File: src/rtl/ibex_xif_csr_access_master.sv
// CSR access master: queues CSR requests in a small FIFO and issues them one
// at a time to the cs_registers CSR port, returning the old value and the
// illegal flag through a valid/ready response channel.
// Optional statistics counters are built when IBEX_XIF_CSR_ACCESS_STATS_EN is defined.
//
// state | meaning
// IDLE  | nothing outstanding, waiting for a request
// ISSUE | one-cycle CSR strobe with the popped command
// RESP  | response held until rsp_ready_i
module ibex_xif_csr_access_master #(
  parameter int unsigned ReqFifoDepth = 2
) (
  input  logic        clk_i,
  input  logic        rst_ni,
  input  logic        req_valid_i,
  output logic        req_ready_o,
  input  logic [11:0] req_addr_i,
  input  logic [1:0]  req_op_i,
  input  logic [31:0] req_wdata_i,
  output logic        csr_access_o,
  output logic        csr_op_en_o,
  output logic [11:0] csr_addr_o,
  output logic [1:0]  csr_op_o,
  output logic [31:0] csr_wdata_o,
  input  logic [31:0] csr_rdata_i,
  input  logic        illegal_csr_insn_i,
  output logic        rsp_valid_o,
  input  logic        rsp_ready_i,
  output logic [31:0] rsp_rdata_o,
  output logic        rsp_illegal_o,
  output logic [15:0] issued_cnt_o,
  output logic [15:0] illegal_cnt_o
);

  localparam int unsigned PtrW = (ReqFifoDepth > 1) ? $clog2(ReqFifoDepth) : 1;
  localparam int unsigned CntW = $clog2(ReqFifoDepth + 1);
  localparam logic [CntW-1:0] DepthCnt = CntW'(ReqFifoDepth);
  localparam logic [PtrW-1:0] LastPtr  = PtrW'(ReqFifoDepth - 1);

  localparam logic [1:0] IDLE  = 2'd0;
  localparam logic [1:0] ISSUE = 2'd1;
  localparam logic [1:0] RESP  = 2'd2;

  typedef struct packed {
    logic [11:0] addr;
    logic [1:0]  op;
    logic [31:0] wdata;
  } req_t;

  req_t            mem_q [ReqFifoDepth];
  logic [PtrW-1:0] wr_ptr_q, rd_ptr_q;
  logic [CntW-1:0] count_q;
  logic [1:0]      state_q, state_d;
  req_t            cmd_q, cmd_d, req_in;
  logic            full, empty, push, fifo_push, pop, load_cmd;
  logic [31:0]     rdata_q;
  logic            illegal_q;

  assign req_in      = '{addr: req_addr_i, op: req_op_i, wdata: req_wdata_i};
  assign full        = (count_q == DepthCnt);
  assign empty       = (count_q == '0);
  assign req_ready_o = ~full;
  assign push        = req_valid_i & req_ready_o;

  // Next-state logic; an idle master with an empty FIFO takes the incoming
  // request straight into the command register so it issues next cycle.
  always_comb begin
    state_d   = state_q;
    pop       = 1'b0;
    load_cmd  = 1'b0;
    cmd_d     = mem_q[rd_ptr_q];
    fifo_push = push;
    case (state_q)
      IDLE: begin
        if (!empty) begin
          pop      = 1'b1;
          load_cmd = 1'b1;
          state_d  = ISSUE;
        end else if (push) begin
          fifo_push = 1'b0;
          load_cmd  = 1'b1;
          cmd_d     = req_in;
          state_d   = ISSUE;
        end
      end
      ISSUE: state_d = RESP;
      RESP: begin
        if (rsp_ready_i) begin
          if (!empty) begin
            pop      = 1'b1;
            load_cmd = 1'b1;
            state_d  = ISSUE;
          end else begin
            state_d = IDLE;
          end
        end
      end
      default: state_d = IDLE;
    endcase
  end

  // FIFO storage; contents are don't-care while count is zero, so no reset.
  always_ff @(posedge clk_i) begin
    if (fifo_push) mem_q[wr_ptr_q] <= req_in;
  end

  // FIFO pointers and occupancy.
  always_ff @(posedge clk_i or negedge rst_ni) begin
    if (!rst_ni) begin
      wr_ptr_q <= '0;
      rd_ptr_q <= '0;
      count_q  <= '0;
    end else begin
      if (fifo_push) wr_ptr_q <= (wr_ptr_q == LastPtr) ? '0 : wr_ptr_q + PtrW'(1);
      if (pop)       rd_ptr_q <= (rd_ptr_q == LastPtr) ? '0 : rd_ptr_q + PtrW'(1);
      case ({fifo_push, pop})
        2'b10:   count_q <= count_q + CntW'(1);
        2'b01:   count_q <= count_q - CntW'(1);
        default: count_q <= count_q;
      endcase
    end
  end

  // FSM state, command register and response capture at the end of ISSUE.
  always_ff @(posedge clk_i or negedge rst_ni) begin
    if (!rst_ni) begin
      state_q   <= IDLE;
      cmd_q     <= '0;
      rdata_q   <= '0;
      illegal_q <= 1'b0;
    end else begin
      state_q <= state_d;
      if (load_cmd) cmd_q <= cmd_d;
      if (state_q == ISSUE) begin
        rdata_q   <= csr_rdata_i;
        illegal_q <= illegal_csr_insn_i;
      end
    end
  end

  assign csr_access_o  = (state_q == ISSUE);
  assign csr_op_en_o   = (state_q == ISSUE);
  assign csr_addr_o    = (state_q == ISSUE) ? cmd_q.addr  : 12'h000;
  assign csr_op_o      = (state_q == ISSUE) ? cmd_q.op    : 2'd0;
  assign csr_wdata_o   = (state_q == ISSUE) ? cmd_q.wdata : 32'h0;
  assign rsp_valid_o   = (state_q == RESP);
  assign rsp_rdata_o   = rdata_q;
  assign rsp_illegal_o = illegal_q;

`ifdef IBEX_XIF_CSR_ACCESS_STATS_EN
  logic [15:0] issued_q, illegal_cnt_q;

  // Saturating statistics counters, sampled on every ISSUE cycle.
  always_ff @(posedge clk_i or negedge rst_ni) begin
    if (!rst_ni) begin
      issued_q      <= '0;
      illegal_cnt_q <= '0;
    end else if (state_q == ISSUE) begin
      if (issued_q != 16'hFFFF) issued_q <= issued_q + 16'd1;
      if (illegal_csr_insn_i && (illegal_cnt_q != 16'hFFFF))
        illegal_cnt_q <= illegal_cnt_q + 16'd1;
    end
  end

  assign issued_cnt_o  = issued_q;
  assign illegal_cnt_o = illegal_cnt_q;
`else
  assign issued_cnt_o  = 16'h0000;
  assign illegal_cnt_o = 16'h0000;
`endif

endmodule

File: config.mk
export PLATFORM = sky130hd
export DESIGN_NAME = ibex_xif_csr_access_master
export DESIGN_NICKNAME = d
export VERILOG_FILES = /design/src/rtl/ibex_xif_csr_access_master.sv
export SDC_FILE = /design/constraint.sdc
export NUM_CORES = 1
export LEC_CHECK = 0
export ABC_AREA = 1
export BUFFER_PORTS_ARGS = -buffer_cell sky130_fd_sc_hd__buf_2
export CELL_PAD_IN_SITES_DETAIL_PLACEMENT = 2
export CELL_PAD_IN_SITES_GLOBAL_PLACEMENT = 2
export CORE_MARGIN = 5
export CORE_UTILIZATION = 32
export CTS_CLUSTER_DIAMETER = 40
export DETAILED_ROUTE_END_ITERATION = 7
export PLACE_DENSITY = 0.77
export SYNTH_ARGS = -nofsm -noshare
export SYNTH_HDL_FRONTEND = slang
export SYNTH_SLANG_ARGS = --single-unit
File: constraint.sdc
create_clock -name clk_i -period 3.8 [get_ports clk_i]
set_input_delay 1.14 -clock clk_i [delete_from_list [all_inputs] [get_ports clk_i]]
set_output_delay 1.14 -clock clk_i [all_outputs]
set_load 0.01 [all_outputs]
# == After elaboration in Yosys (flattened, before gate mapping) ==
# Memory sizes are Yosys's and may differ from the RTL's.
# Index checks and enable logic that the tools add are counted.
# word_totals
input_bits,83
wordCells,51
mem_bits_ro,0
latch_bits,0
ramBits,92
out_inout_bits,115
register_bits,85
n_memories,1
# mem_list
memory,words,word_bits,rd,rd_clocked_by_memory_dff,wr,line,rtl
mem_q,2,46,1,0,1,50,req_t mem_q [ReqFifoDepth];
# classes
shift,0
addsub,4
n_eq_ne,7
multipliers,0
n_bitwise,2
n_div,0
reduce_logical,4
order_cmp,0
muxes,24
# ops
cell,count
46-bit two-way mux,3
32-bit two-way mux,1
12-bit two-way mux,1
1-bit two-way mux,11
2-bit two-way mux,4
2-bit == test (second input constant),3
2-bit one-hot mux with 3 select lines,1
2-bit by 1-bit == test with 1-bit output (second input constant),2
2-bit zero test,2
1-bit one-hot mux with 2 select lines,2
2-bit one-hot mux with 2 select lines,1
3-bit inequality test (second input constant),1
1-bit adder (second input constant),2
2-bit by 1-bit adder with 2-bit output (second input constant),1
2-bit by 1-bit inequality test with 1-bit output (second input constant),1
2-bit AND reduction,1
2-bit nonzero test,1
2-bit by 1-bit subtractor with 2-bit output (second input constant),1
1-bit AND,1
1-bit NOT,1

# == Logic depth before layout (Yosys ltp) ==
# depth
word_depth,7
mapped_depth,9

# == Worst setup path after synthesis ==
# No wires, ideal clock.
# synth_timing
path_kind,input to register
from,in req_valid_i
to,"mem mem_q[0][0] (netlist name), enable pin"
t_arrival_ps,3421
setup_time_ps,450
path_buffers,1
required_ps,3350
stages,3
slack_ps,-70
cell_sequence,buf_2 > nand3_1 > nor2_1
# synth_via
elab_chain_cells,5
# synth_rtl
element,line,rtl
start: declaration,15,"input logic req_valid_i,"
1-bit AND (*),63,assign push = req_valid_i & req_ready_o;
1-bit two-way mux,75,if (!empty) begin
1-bit two-way mux (*),73,case (state_q)
1-bit two-way mux (*),104,if (fifo_push) mem_q[wr_ptr_q] <= req_in;
1-bit two-way mux (implied by the code) (*),104,
end: declaration,50,
# Mark *: on every way between the ends. The rest lies on a longest branch, timed or not.

# == Final worst setup path ==
# layout_timing
from,reg state_q[0]
to,out csr_addr_o[2]
# layout_via
elab_chain_cells,2
# layout_rtl
element,line,rtl
start: declaration,53,"logic [1:0] state_q, state_d;"
start signal: assignment,132,state_q <= state_d;
2-bit by 1-bit == test with 1-bit output,143,assign csr_addr_o = (state_q == ISSUE) ? cmd_q.addr : 12'h000;
12-bit two-way mux,143,
end: declaration,22,"output logic [11:0] csr_addr_o,"
# Every way passes these cells.

==> reports/results.ini <==
[logic_synthesis]
synth.avg_cell_area_um2=8.98
synth_warnings=0
synth_most_common_cell=nand2_1
async_reset_ff_share_pct=48.0
ys.flop_type=edfxtp_1
synth_cell_types=20
netlist.area_leader.share_pct=33.9
syn_area_um2=8150
yosysTopAreaCell=edfxtp_1
synth_area_leaders=edfxtp_1 (34%), dfrtp_1 (26%), nand2_1 (11%)
synth_cells=907
seq_area_frac_synth_pct=60.0
ys_ff_latch=177
yosys-top-cells-count=nand2_1 (247), inv_1 (144), nand3_1 (95), edfxtp_1 (92), dfrtp_1 (85)
synth_edf_count=92

[critical_path]
end_kind=output pin
required_ps=2660
arrival_ps=1850
startpoint=state_q[0]
critPathKind=register to output pin
r2r-start=count_q[0]
path_max_fanout=35
startpoint_type=register

[clocking]
root_buffer=clkbuf_16
cts_resized=0
htree_levels=4
clkSinkCount=177
cts_tree=yes
clock_latency_ps=440
clkTransAtPathRegs_ps=70
clock_tree.buffer_depth=2
cts_buffers=17
cts_hold_buffers=0
post_cts_buffers=0

[placed_design]
place.gp.congestion=0.720
port_buffers=165
dp_hpwl_um=16300
place_ws_ps=682
dp_cells=1361

[floorplanning]
core_um2=25100
die_w_um=170
num_rows=58
start_util_pct=32.4
die_y_um=170
die_area_um2=28700
pin_count=198

[route]
initialDrtViolationCount=231
via_per_inst=4.65
antenna_left=0
route.final.wire_length_um=24600
vias=6498
wire_per_inst_um=17.6
remaining_drc_errors=0
firstDrtPassIters=4

[timing]
max_slew_margin_pct=38.0
finalCritPeriodShare_pct=78.8
tightestPinTransition_ps=931
fin_skew_ps=10.4
clock.fmax_ghz=0.334
setup_slack_ps=807
hold_viol=0
rsz0062_at_grt=no
finalSetupViolCount=0
drv_slew=0
whs_ps=467
finalCriticalPeriod_ps=2990

[global_routing]
grtUsageTotal_pct=17.5
grt_pass1_vias=7260
antenna_found_initial=4
grt_max_degree=95
grt.overflow.total=0
grt_pass1_wl_um=39200

[final_layout]
nets=1134
drive_above_1_share_pct=21.3
final-instance-count-excl-fill=1396
syn2layout_area_growth_pct=19.8

[power]
power_mw=8.23
power_density_nw_per_um2=844
leakagePower_nw=4.96
irDropWorstVdd_mv=0.367

[hold_path]
hp-class=register to register
hp-start=rsp_rdata_o[16]

[run_status]
outcome=complete, no violations

[run]
maxCapViolCount=0

==> worst paths after layout <==
check,end,cells after the start,slack [ps]
max reg2reg,cmd_q[5],6,1260
max in group asynchronous,rsp_rdata_o[13],2,2470
min,rsp_rdata_o[16],2,470
max,csr_addr_o[2],6,810
min reg2reg,rsp_rdata_o[16],2,470
min in group asynchronous,rsp_rdata_o[27],1,620
==> layer usage <==
layer | GRT usage [%] | up-vias | share of wire, %
li1 | - | 3104 | -
met3 | 2.77 | 32 | 2.8
met2 | 32.9 | 110 | 54
met5 | 0 | - | 0.053
met1 | 20.1 | 3250 | 41
met4 | 5.81 | 2 | 2.0
==> flip-flops by register name, summed over array words and instances (netlist names) <==
register	cells
wr_ptr_q	1
state_q	2
cmd_q	46
count_q	2
rsp_rdata_o	32
rd_ptr_q	1
mem_q	92
rsp_illegal_o	1
==> worst max-delay path: stages (launching register included) <==
cell and delay [ps]:
dfrtp_1 440, inv_2 80, nor2_2 40, inv_2 380, buf_12 270, nor2_1 60
buf_2 140
==> per-stage QoR <==
stage	instance area (um2)	TNS (ps)	util [%]
after floorplan	8260	-6470	-
after global placement	9200	0	36.6
after detailed placement	9200	0	36.6
after CTS	9750	0	38.8
after global routing	9760	0	38.9
final	9760	0	38.9
==> where the power goes <==
part	switching, mW	internal, mW	leakage, nW
logic	2.20	1.09	2.81
registers	0.465	2.79	1.88
clock network	0.821	0.862	0.265
==> area by class of cell <==
class,instances,area [um2]
sequential,177,4890
clock buffer,18,429
timing repair buffer,181,998
clock inverter,14,121
antenna,3,7.51
tap,330,413
multi-input combinational,526,2340
fill,2906,15300
inverter,147,552
==> cell usage in the layout, fill, tap and decap left out, drive strengths merged <==
| cell type | n |
|---|---|
| a21oi | 1 |
| buf | 181 |
| clkbuf | 18 |
| clkinv | 3 |
| clkinvlp | 3 |
| conb | 32 |
| dfrtp | 85 |
| diode | 3 |
| edfxtp | 92 |
| ha | 1 |
| inv | 155 |
| nand2 | 247 |
| nand3 | 96 |
| nand4 | 46 |
| nor2 | 52 |
| o21ai | 48 |
| xnor2 | 1 |
| xor2 | 2 |
==> kinds of logic (layout without fill, tap and decap cells) <==
group,after synthesis,in the layout,share of synthesized area (%)
buf+inv,235,360,13.0
flops,177,177,60.0
simple gates,441,441,23.4
compound gates,49,49,3.01
xor+xnor,3,3,0.323
fa+ha+maj,1,1,0.154
other cells,1,35,0.0460
Note: power is estimated with default switching activity, not from simulation.
